## config.mk

```make
export PLATFORM = sky130hd
export DESIGN_NAME = led_seq_ctrl
export DESIGN_NICKNAME = d
export VERILOG_FILES = /design/src/rtl/led_seq_ctrl.sv
export SDC_FILE = /design/constraint.sdc
export NUM_CORES = 1
export LEC_CHECK = 0
export BUFFER_PORTS_ARGS = -buffer_cell sky130_fd_sc_hd__buf_2
export CORE_UTILIZATION = 50
export DETAILED_ROUTE_END_ITERATION = 8
export PLACE_DENSITY = 0.74
export SLEW_MARGIN = 40
export SYNTH_ARGS = -nofsm -noshare
export SYNTH_HDL_FRONTEND = slang
export SYNTH_SLANG_ARGS = --single-unit
```

## constraint.sdc

```tcl
create_clock -name clk_i -period 2.3 [get_ports clk_i]
set_clock_uncertainty 0.15 [all_clocks]
set_input_delay 0.115 -clock clk_i [delete_from_list [all_inputs] [get_ports clk_i]]
set_output_delay 0.115 -clock clk_i [all_outputs]
set_load 0.05 [all_outputs]
```

## src/rtl/led_seq_ctrl.sv

```systemverilog
// LED pattern sequencer: OFF / SHIFT / BOUNCE / BLINK advanced by a slow strobe, PWM-dimmed output.
// Latency: pattern, step_o and wrap_o update one cycle after the sampled slow_clk_i rising edge.
// Backpressure: none; edges arriving with en_i=0 or during a mode change are dropped, not queued.
module led_seq_ctrl #(
  parameter int N_LED = 8,
  parameter int POS_W = 3
) (
  input  logic             clk_i,
  input  logic             rst_i,
  input  logic             slow_clk_i,
  input  logic             en_i,
  input  logic [1:0]       mode_i,
  input  logic             dir_i,
  input  logic [3:0]       bright_i,
  output logic [N_LED-1:0] led_o,
  output logic [POS_W-1:0] pos_o,
  output logic             step_o,
  output logic             wrap_o
);

  typedef enum logic [1:0] {
    MODE_OFF    = 2'b00,
    MODE_SHIFT  = 2'b01,
    MODE_BOUNCE = 2'b10,
    MODE_BLINK  = 2'b11
  } mode_e;

  localparam logic [POS_W-1:0] POS_LAST = POS_W'(N_LED - 1);
  localparam logic [POS_W-1:0] POS_PREV = POS_W'(N_LED - 2);
  localparam logic [POS_W-1:0] POS_ONE  = POS_W'(1);
  localparam logic [3:0]       PWM_TOP  = 4'd14;

  mode_e            mode_q;
  mode_e            mode_d;
  logic             slow_q;
  logic [POS_W-1:0] pos_q,   pos_d;
  logic             up_q,    up_d;
  logic             phase_q, phase_d;
  logic             step_q,  step_d;
  logic             wrap_q,  wrap_d;
  logic [3:0]       pwm_cnt_q, pwm_cnt_d;

  logic             step_ev;
  logic             mode_chg;
  logic             pwm_on;
  logic [N_LED-1:0] pattern;

  assign mode_d   = mode_e'(mode_i);
  assign step_ev  = slow_clk_i & ~slow_q & en_i;
  assign mode_chg = (mode_d != mode_q);

  // Next pattern state: a mode change reinitialises and swallows any coincident step.
  always_comb begin
    pos_d   = pos_q;
    up_d    = up_q;
    phase_d = phase_q;
    step_d  = 1'b0;
    wrap_d  = 1'b0;
    if (mode_chg) begin
      pos_d   = '0;
      up_d    = 1'b1;
      phase_d = 1'b1;
    end else if (step_ev) begin
      unique case (mode_q)
        MODE_OFF: begin
        end
        MODE_SHIFT: begin
          step_d = 1'b1;
          if (!dir_i) begin
            if (pos_q == POS_LAST) begin
              pos_d  = '0;
              wrap_d = 1'b1;
            end else begin
              pos_d = pos_q + POS_ONE;
            end
          end else begin
            if (pos_q == '0) begin
              pos_d  = POS_LAST;
              wrap_d = 1'b1;
            end else begin
              pos_d = pos_q - POS_ONE;
            end
          end
        end
        MODE_BOUNCE: begin
          step_d = 1'b1;
          if (up_q) begin
            if (pos_q == POS_LAST) begin
              up_d   = 1'b0;
              pos_d  = POS_PREV;
              wrap_d = 1'b1;
            end else begin
              pos_d = pos_q + POS_ONE;
            end
          end else begin
            if (pos_q == '0) begin
              up_d   = 1'b1;
              pos_d  = POS_ONE;
              wrap_d = 1'b1;
            end else begin
              pos_d = pos_q - POS_ONE;
            end
          end
        end
        MODE_BLINK: begin
          step_d  = 1'b1;
          phase_d = ~phase_q;
        end
        default: begin
        end
      endcase
    end
  end

  // Free-running PWM counter, period 15 so bright_i=15 means always on.
  always_comb begin
    pwm_cnt_d = (pwm_cnt_q == PWM_TOP) ? 4'd0 : pwm_cnt_q + 4'd1;
  end

  // State registers; slow_q resets high so a strobe already high at release is not an edge.
  always_ff @(posedge clk_i) begin
    if (rst_i) begin
      mode_q    <= MODE_OFF;
      slow_q    <= 1'b1;
      pos_q     <= '0;
      up_q      <= 1'b1;
      phase_q   <= 1'b1;
      step_q    <= 1'b0;
      wrap_q    <= 1'b0;
      pwm_cnt_q <= 4'd0;
    end else begin
      mode_q    <= mode_d;
      slow_q    <= slow_clk_i;
      pos_q     <= pos_d;
      up_q      <= up_d;
      phase_q   <= phase_d;
      step_q    <= step_d;
      wrap_q    <= wrap_d;
      pwm_cnt_q <= pwm_cnt_d;
    end
  end

  // Displayed pattern from registered state, gated by the PWM duty.
  always_comb begin
    pattern = '0;
    pos_o   = '0;
    unique case (mode_q)
      MODE_OFF: begin
      end
      MODE_SHIFT, MODE_BOUNCE: begin
        pattern = N_LED'(1) << pos_q;
        pos_o   = pos_q;
      end
      MODE_BLINK: begin
        pattern = phase_q ? '1 : '0;
      end
      default: begin
      end
    endcase
    pwm_on = (pwm_cnt_q < bright_i);
    led_o  = pattern & {N_LED{pwm_on}};
  end

  assign step_o = step_q;
  assign wrap_o = wrap_q;

endmodule

```

==> key figures, run 1 <==
Yosys
  – Dominant cells by area after synthesis: dfxtp_1 (26%), ha_1 (19%), a21oi_1 (10%), inv_1 (4.4%), and2_1 (2.8%)
  – Area leader, netlist: dfxtp_1
  – Mux cell area share after synthesis: 2.73%
  – Simple-gate share of the synthesized area: 20.5%
  – Yosys reg bits: 14
  – Synth Net Count: 162
  – Synth top area share: 25.5%
  – XOR/XNOR Fraction of Synth Area: under 10%
  – Synth unique cells: 35
  – Ys Warns: 0
  – Synth Cell Area: 0.00110 sq mm
  – Adder-cell area share of the yosys netlist: roughly 19%
  – Mean Syn Cell Area: 8.20 sq um
  – Main combinational cell family by area after synthesis: compound AO/OA/AOI/OAI gates
  – Synthesized instance count: about 130
  – Seq/Total Area, Yosys: 25.5%
  – Compound-Gate Fraction of Synth Area: 23.3%

Pwr
  – Switch Pwr: between 0.15 and 0.2 mW
  – Seq pwr share: 45.9%
  – P_int: a little under 0.4 mW
  – Power, Total: 0.567 mW
  – Sw frac: 30.0%
  – Worst VDD drop: 0.362 mV
  – Clock power share: 32.2%
  – Comb power frac: 21.9%
  – Power Density: about 420 mW/mm^2
  – Leak: 0.629 nW

Outcome
  – Outcome: complete, no violations

Job
  – Max cap viols: 0

Drt
  – Vias: 1052
  – Routed length per instance: 13.1 um
  – DR iter-0 viols: 39
  – Pre-Repair DR Iteration Count: 4
  – DRC: 0
  – Final ANT Viol Nets: 0
  – Avg Vias per Cell: 5.60
  – Drt total wl: between 2000 and 2500 um

Clock network
  – Clk Latency, worst-skew pair: 0.29 ns
  – CTS tree: yes
  – CTS buffer count: 3
  – CTS H-tree lvls: 1
  – Clock buffer depth: 2
  – Setup repair bufs after CTS: 0
  – CTS clk-pin slew, worst paths: 0.09 ns
  – Clock sink total: 14
  – Clock root cell: clkbuf_4

Critical path
  – Worst r2r src: pos_q[0]$_SDFFE_PP0P_
  – Worst path arrival time: approximately 1.9 ns
  – Reg2reg setup slack: slightly below 0.4 ns
  – Crit-path max FO: 8
  – Reg2reg end: wrap_o$_SDFF_PP0_
  – Required @ worst endpoint: a little over 2 ns
  – Crit start category: flop
  – Worst path slowest cell: or3_4
  – Reg2Reg Depth: 6
  – CP cell instances: inv_1 > ha_1 > or3_4 > a21oi_1 > buf_2
  – Worst path max stage delay: 0.45 ns
  – Worst Setup End Kind: output pin
  – Critical path class: flop to output pin

Cells and area
  – Area Growth Syn to Fin: 21.9%
  – Most frequent cells in the layout: a21oi_1 (19), buf_2 (19), ha_1 (16)
  – Fillers: about 180
  – N_diodes: 0
  – Share of cells above drive strength 1: 24.2%
  – Nets: 190

Floorplan
  – Core Footprint: around 0.002 sq mm
  – Die Span X: 48.9 um
  – I/O pin count: 24
  – Initial Utilization: 54.3%
  – Die area: between 0.002 and 0.0025 sq mm
  – Die Height: about 50 um
  – Row cnt: 16

GRT
  – Residual overflow from global routing: 0
  – GRT Util Overall: 23.5%
  – Antenna violations before repair: 0
  – Largest net degree at the start of global routing: 15
  – First-pass GRT wire length: 4380 um
  – Vias in the first global route: approximately 1.0k

Timing
  – Tmin final: 2.17 ns
  – Final Hold Viols: 0
  – Final Setup Violations: 0
  – Max frequency: 0.460 GHz
  – Slew Limit Fails: 0
  – Worst Tran Pin Value: 0.439 ns
  – RSZ-0062 raised after global routing: no
  – Setup TNS: 0 ns
  – Worst relative slew slack: 70.7%
  – Final Cycle Share: 94.4%

Hold path
  – Hold path endpoint: step_o$_SDFF_PP0_
  – Worst hold path type: primary input to flop
  – Hold_sp: en_i
  – Worst Hold Path Cells: 3

Place
  – IO buf count: 23
  – HPWL Detailed: 1800 um
  – Final RePlAce weighted congestion: approximately 0.82
==> area by class of cell <==
type,instances,area (sq um),area share (%)
multi-input combinational,102,764,57.1
inverter,13,48.8,3.64
clock buffer,4,36.3,2.71
tap,27,33.8,2.52
timing repair buffer,28,175,13.1
sequential,14,280,20.9
==> cell families after synthesis <==
kind of cell,Yosys count
AND/OR/NAND/NOR,38
flip-flops,14
XOR/XNOR,2
adder cells (fa/ha/maj),17
AO/OA/AOI/OAI,42
buffers and inverters,18
multiplexers,3
==> registers in the layout, indices dropped and copies added, names as in the netlist <==
register   cells
mode_q         2
pos_q          3
up_q           1
phase_q        1
wrap_o         1
pwm_cnt_q      4
step_o         1
slow_q         1
==> synth_stat cells <==
| cell | instances |
|---|---|
| nor3b_2 | 1 |
| a211oi_1 | 3 |
| buf_6 | 1 |
| xor2_1 | 2 |
| and3b_1 | 1 |
| and3_1 | 1 |
| buf_2 | 1 |
| a31oi_1 | 3 |
| nand2b_1 | 5 |
| nand4_1 | 1 |
| nand3_1 | 1 |
| a22oi_1 | 1 |
| o21ai_0 | 3 |
| or3_1 | 3 |
| nor2_1 | 8 |
| a22o_1 | 1 |
| nor2b_1 | 5 |
| a41oi_1 | 1 |
| inv_1 | 13 |
| a31o_2 | 2 |
| o21ai_1 | 1 |
| nand4b_1 | 2 |
| or2_2 | 1 |
| a21oi_2 | 1 |
| dfxtp_1 | 14 |
| mux2i_1 | 3 |
| ha_1 | 17 |
| nor3_1 | 4 |
| and2_1 | 5 |
| a21o_1 | 1 |
| a21oi_1 | 22 |
| clkbuf_1 | 3 |
| o21bai_1 | 1 |
| o211ai_1 | 1 |
| a21boi_2 | 1 |
==> through the flow <==
stage	setup WS (ns)	utilization [%]	hold WS [ns]	instances	area [sq um]
after CTS	0.0219	65.2	0.180	188	1320
after global placement	0.408	60.9	0.192	179	1230
after floorplan	0.0132	-	0.0341	134	1110
after detailed placement	0.344	60.9	0.187	179	1230
after global routing	0.00373	66.2	0.204	188	1340
final	0.128	66.2	0.182	188	1340
==> what timing repair did <==
item | CTS | global route
gates resized for setup | 0 | 7
hold buffers | 5 | 0
hold endpoints to repair | 5 | 0
endpoints found under the setup margin | 0 | 8
==> how the worst max path moves through the flow <==
| stage | from | to | slack, ns | depth (start not counted) |
|---|---|---|---|---|
| 3_5_place_dp | mode_q[0]$_SDFF_PP0_ | led_o[3] | 0.34 | 5 |
| 6_report | mode_q[0]$_SDFF_PP0_ | led_o[2] | 0.13 | 5 |
| 5_1_grt | mode_q[1]$_SDFF_PP0_ | led_o[1] | 0.004 | 6 |
| 3_3_place_gp | mode_q[0]$_SDFF_PP0_ | led_o[3] | 0.41 | 5 |
| 4_1_cts | mode_q[0]$_SDFF_PP0_ | led_o[1] | 0.02 | 5 |
| 2_1_floorplan | mode_q[0]$_SDFF_PP0_ | led_o[0] | 0.01 | 5 |
==> power groups by stage <==
| stage | logic (mW) | clock network [mW] | registers (mW) |
|---|---|---|---|
| finish | 0.124 | 0.183 | 0.260 |
| global route | 0.139 | 0.199 | 0.262 |
| global placement | 0.107 | 0 | 0.264 |
| CTS | 0.117 | 0.186 | 0.259 |
| floorplan | 0.0838 | 0 | 0.263 |
| detailed placement | 0.110 | 0 | 0.265 |
==> layer usage <==
layer	track usage [%]	wire, um	vias up
met2	38.9	1130	35
met3	2.80	127	7
met4	11.3	44	0
li1	-	-	526
met1	30.0	1150	484
met5	0	0	-
==> worst max-delay path: cells and delay by family, from the launching register on <==
kind                     cells  cell delay [ns]
adder cells (fa/ha/maj)      1             0.22
AO/OA/AOI/OAI                1             0.16
flip-flops                   1             0.41
AND/OR/NAND/NOR              1             0.45
buffers and inverters        2             0.37
Power figures use the tool's default switching activity.
==> run 2: changes to the inputs <==
- clock period: 2.3 -> 2.55 ns (I/O delays scaled with it)
==> run 2 against run 1 <==
  * Non-clock buffer count increased by 1
  * Final cell count increased by 0.53%
  * Critical endpoint is now led_o[5]
  * Register-to-register slack improved by 0.24 ns
  * Clock power decreased by 11%
  * Power decreased by 12%
  * Worst hold slack improved by 0.011 ns
  * Sequential power decreased by 10%
==> key figures, run 2 (synthesized netlist as in run 1, its figures left out) <==
Critical path
  – Worst path arrival time: 2.00 ns
  – WP buf/inv: 2
  – Crit-path max FO: 8
  – Worst path max stage delay: about 0.50 ns
  – CP cell instances: inv_1 > ha_1 > or3_1 > a21oi_1 > buf_2
  – Critical path class: flop to output pin
  – Crit start category: flop
  – Required @ worst endpoint: ~2.3 ns
  – Worst path slowest cell: or3_1
  – Worst Setup End Kind: output pin
  – Family with the most delay on the worst path: simple AND/OR/NAND/NOR gates

Hold path
  – Worst hold path type: primary input to flop

Cells and area
  – Final Cell Area: ~0.0013 sq mm
  – Share of cells above drive strength 1: between 20% and 30%
  – Largest reg by FF count: pwm_cnt_q
  – Final Non-Filler Cells: 189
  – Area of the multi-input gates: 742 sq um
  – Max reg flops: 4
  – Top flop regs: pwm_cnt_q x4, pos_q x3, mode_q x2
  – Most frequent cells in the layout: buf_2 (23), a21oi_1 (22), ha_1 (17)
  – N_diodes: 0
  – Area Growth Syn to Fin: 19.8%
  – Most common cell after layout, fill and taps aside: buf_2
  – Reg area: between 200 and 300 sq um
  – Nets: 191
  – Fillers: 182

Pwr
  – Sw frac: 29.2%
  – P_int: 0.354 mW
  – Switch Pwr: around 0.15 mW
  – Power, Total: between 0.5 and 0.6 mW
  – Leak: 0.639 nW
  – Clock power share: ~32%
  – Seq pwr share: 46.8%
  – Power Density: 380 mW/mm^2
  – Comb power frac: 20.9%
  – Worst VDD drop: 0.376 mV

Clock network
  – Setup repair bufs after CTS: 0
  – CTS H-tree lvls: 1
  – CTS tree: yes
  – Clock buffer depth: 2
  – Hold buffers post-CTS: 6
  – Clock root cell: clkbuf_4
  – Clock sink total: 14
  – Post_cts resized: 0
  – CTS buffer count: 3
  – Clk Latency, worst-skew pair: 0.28 ns
  – CTS clk-pin slew, worst paths: around 0.09 ns

Timing
  – Worst relative slew slack: 65.4%
  – Final Hold Viols: 0
  – Slew Limit Fails: 0
  – Worst Tran Pin Value: 0.515 ns
  – Tmin final: 2.28 ns
  – Final Setup Violations: 0
  – Worst Slack Setup Final: 0.272 ns
  – Max frequency: 0.439 GHz
  – Final Cycle Share: 89.3%
  – Setup TNS: 0 ns
  – RSZ-0062 raised after global routing: no

Drt
  – DR iter-0 viols: 13
  – Drt total wl: 2330 um
  – DRC: 0
  – Vias: 1030
  – Avg Vias per Cell: 5.45
  – Pre-Repair DR Iteration Count: 4
  – Routed length per instance: 12.3 um
  – Final ANT Viol Nets: 0

Job
  – Max cap viols: 0

Outcome
  – Outcome: complete, no violations

Place
  – Cell Area, Placed: 0.00122 sq mm
  – HPWL Detailed: 1780 um
  – IO buf count: 23
  – Final RePlAce weighted congestion: between 0.8 and 0.9
  – Pre-CTS setup slack: between 0.5 and 0.6 ns
  – Placed cells: approximately 180

GRT
  – GRT Util Overall: ~21%
  – First-pass GRT wire length: 4050 um
  – Largest net degree at the start of global routing: 15
  – Met1 Use GR: a little over a quarter
  – Residual overflow from global routing: 0
  – Global routing usage on met3: 3.12%
  – Antenna violations before repair: 0
  – Vias in the first global route: roughly 940
  – Top Usage Layer GRT: met2
  – Met2 Usage GRT: about two fifths

Floorplan
  – Die Span X: between 40 and 50 um
  – Core Footprint: around 0.002 sq mm
  – Initial Utilization: between 50% and 60%
  – I/O pin count: 24
  – Row cnt: 16
  – Die Height: 48.9 um
  – Die area: 0.00239 sq mm
==> run 2: cell type report <==
cell class                 instances  share of cell area, %
tap                               27                   2.57
inverter                          13                   3.71
timing repair buffer              29                   13.3
sequential                        14                   21.3
clock buffer                       4                   2.76
multi-input combinational        102                   56.4
==> run 2: routing by layer <==
layer | vias to the layer above | share of wire, %
met5 | - | 0
met1 | 466 | 47
met2 | 36 | 47
li1 | 524 | -
met4 | 0 | 1.0
met3 | 4 | 4.4
==> run 2: worst paths after layout <==
| kind | startpoint | end | slack [ns] | depth (start not counted) |
|---|---|---|---|---|
| max | mode_q[0]$_SDFF_PP0_ | led_o[5] | 0.27 | 5 |
| min | dir_i | pos_q[2]$_SDFFE_PP0P_ | 0.19 | 4 |
| min reg2reg | pwm_cnt_q[0]$_SDFF_PP0_ | pwm_cnt_q[0]$_SDFF_PP0_ | 0.35 | 1 |
| max reg2reg | mode_q[0]$_SDFF_PP0_ | pos_q[0]$_SDFFE_PP0P_ | 0.63 | 6 |
==> run 2: tightest hold or removal path, delay by kind of cell <==
kind | cells | cell delay, ns
AOI/OAI and AO/OA | 2 | 0.25
buffers and inverters | 1 | 0.14
and+or+nand+nor | 1 | 0.06
==> run 2: power by group through the flow <==
stage	logic, mW	registers [mW]	clock network (mW)
2_1_floorplan	0.0734	0.237	0
3_3_place_gp	0.0932	0.238	0
3_5_place_dp	0.0971	0.239	0
4_1_cts	0.104	0.234	0.163
5_1_grt	0.117	0.236	0.169
6_report	0.105	0.234	0.162
==> run 2: metrics by stage <==
stage,hold WS [ns],utilization [%]
after floorplan,0.0466,-
final,0.193,65.1
after global placement,0.204,60.3
after global routing,0.231,65.1
after detailed placement,0.217,60.3
after CTS,0.194,65.1
==> run 3: changes to the inputs <==
- PLACE_DENSITY: 0.74 -> default
- PLACE_DENSITY_LB_ADDON: default -> 0.12
==> run 3 against run 2 <==
  * Combinational power about the same
  * Die area unchanged
  * Sequential power is essentially flat
  * Critical path depth unchanged
==> key figures, run 3 (synthesized netlist as in run 1, its figures left out) <==
GRT
  – Antenna violations before repair: 0
  – First-pass GRT wire length: 3890 um
  – Vias in the first global route: between 900 and 1k
  – Largest net degree at the start of global routing: 15
  – Residual overflow from global routing: 0
  – GRT Util Overall: 20.2%

Critical path
  – Crit-path max FO: 8
  – Critical Path Start: mode_q[0]$_SDFF_PP0_
  – Critical path class: flop to output pin
  – Crit start category: flop
  – Required @ worst endpoint: between 2 and 2.5 ns
  – Worst Setup End Kind: output pin
  – Worst path arrival time: about 2.0 ns
  – Worst r2r src: mode_q[0]$_SDFF_PP0_

Hold path
  – Worst hold path type: primary input to flop
  – Hold_sp: en_i

Timing
  – Tmin final: 2.22 ns
  – Worst Tran Pin Value: 0.475 ns
  – RSZ-0062 raised after global routing: no
  – Setup TNS: 0 ns
  – Final Setup Violations: 0
  – Max frequency: 0.450 GHz
  – Worst relative slew slack: 68.1%
  – Slew Limit Fails: 0
  – Worst Slack Setup Final: between 0.3 and 0.4 ns
  – Final Hold Viols: 0
  – Final Cycle Share: slightly below 90%

Cells and area
  – Most frequent cells in the layout: buf_2 (23), a21oi_1 (22), ha_1 (17)
  – Largest reg by FF count: pwm_cnt_q
  – Max reg flops: 4
  – Most common cell after layout, fill and taps aside: buf_2
  – Nets: 190
  – Area Growth Syn to Fin: 17.7%
  – Share of cells above drive strength 1: between 20% and 30%
  – Top flop regs: pwm_cnt_q x4, pos_q x3, mode_q x2
  – N_diodes: 0

Clock network
  – Clock root cell: clkbuf_4
  – Clk Latency, worst-skew pair: 0.27 ns
  – Hold buffers post-CTS: 5
  – Post_cts resized: 0
  – Clock buffer depth: 2
  – CTS buffer count: 3
  – Setup repair bufs after CTS: 0
  – CTS tree: yes
  – CTS H-tree lvls: 1
  – CTS clk-pin slew, worst paths: 0.07 ns
  – Clock sink total: 14

Pwr
  – Comb power frac: 22.6%
  – Clock power share: between 20% and 30%
  – P_int: 0.321 mW
  – Seq pwr share: 51.4%
  – Sw frac: between 20 and 30%
  – Power Density: roughly 350 mW/mm^2
  – Leak: 0.624 nW
  – Worst VDD drop: 0.356 mV
  – Switch Pwr: about 0.13 mW

Floorplan
  – Initial Utilization: approximately 54%
  – Die area: between 0.002 and 0.0025 sq mm
  – Die Height: 48.9 um
  – I/O pin count: 24
  – Die Span X: a little under 50 um
  – Row cnt: 16
  – Core Footprint: 0.00202 sq mm

Outcome
  – Outcome: complete, no violations

Drt
  – DR iter-0 viols: 23
  – Avg Vias per Cell: 5.35
  – Routed length per instance: 11.6 um
  – Final ANT Viol Nets: 0
  – Drt total wl: around 2200 um
  – Vias: approximately 1.0k
  – DRC: 0
  – Pre-Repair DR Iteration Count: 4

Place
  – Final RePlAce weighted congestion: 0.852
  – IO buf count: 23
  – HPWL Detailed: around 1700 um
  – Pre-CTS setup slack: roughly 0.63 ns

Job
  – Max cap viols: 0
## run 3: worst paths after layout
path / slack, ns / endpoint / depth (start not counted)
worst max-delay path: 0.33 / led_o[0] / 5
worst min-delay path: 0.19 / wrap_o$_SDFF_PP0_ / 3
worst max register to register: 0.65 / pos_q[0]$_SDFFE_PP0P_ / 6
worst min register to register: 0.36 / pwm_cnt_q[0]$_SDFF_PP0_ / 1
## run 3: layout make-up
| cell class | count | area [sq um] |
|---|---|---|
| tap | 27 | 33.8 |
| sequential | 14 | 280 |
| clock buffer | 3 | 22.5 |
| fill | 180 | 729 |
| multi-input combinational | 102 | 742 |
| inverter | 13 | 48.8 |
| timing repair buffer | 28 | 165 |
## run 3: layer usage
layer	up-vias	track usage (%)	routed length, um	share of wire, %
met5	-	0	0	0
met4	0	4.41	16	0.74
met3	2	4.67	124	5.7
met2	38	34.3	976	45
met1	434	25.9	1060	49
li1	526	-	-	-
## run 3: power by group through the flow
stage                     registers [mW]  logic [mW]  clock network (mW)
after floorplan                    0.237      0.0734                   0
after global placement             0.238      0.0939                   0
after detailed placement           0.239      0.0969                   0
after CTS                          0.234       0.103               0.125
after global routing               0.235       0.117               0.136
final                              0.234       0.103               0.119
## run 3: per-stage QoR
step	power (mW)	instances	instance area [sq um]	utilization [%]	hold WS, ns
6_report	0.455	187	1290	63.9	0.191
5_1_grt	0.488	187	1290	63.9	0.222
4_1_cts	0.462	187	1290	63.9	0.188
3_5_place_dp	0.336	179	1220	60.3	0.204
3_3_place_gp	0.332	179	1220	60.3	0.208
2_1_floorplan	0.310	134	1100	-	0.0466
## run 3: critical path, stage by stage (launching register included)
cell	delay, ns
dfxtp_1	0.40
inv_1	0.10
ha_1	0.22
or3_1	0.49
a21oi_1	0.19
buf_2	0.28
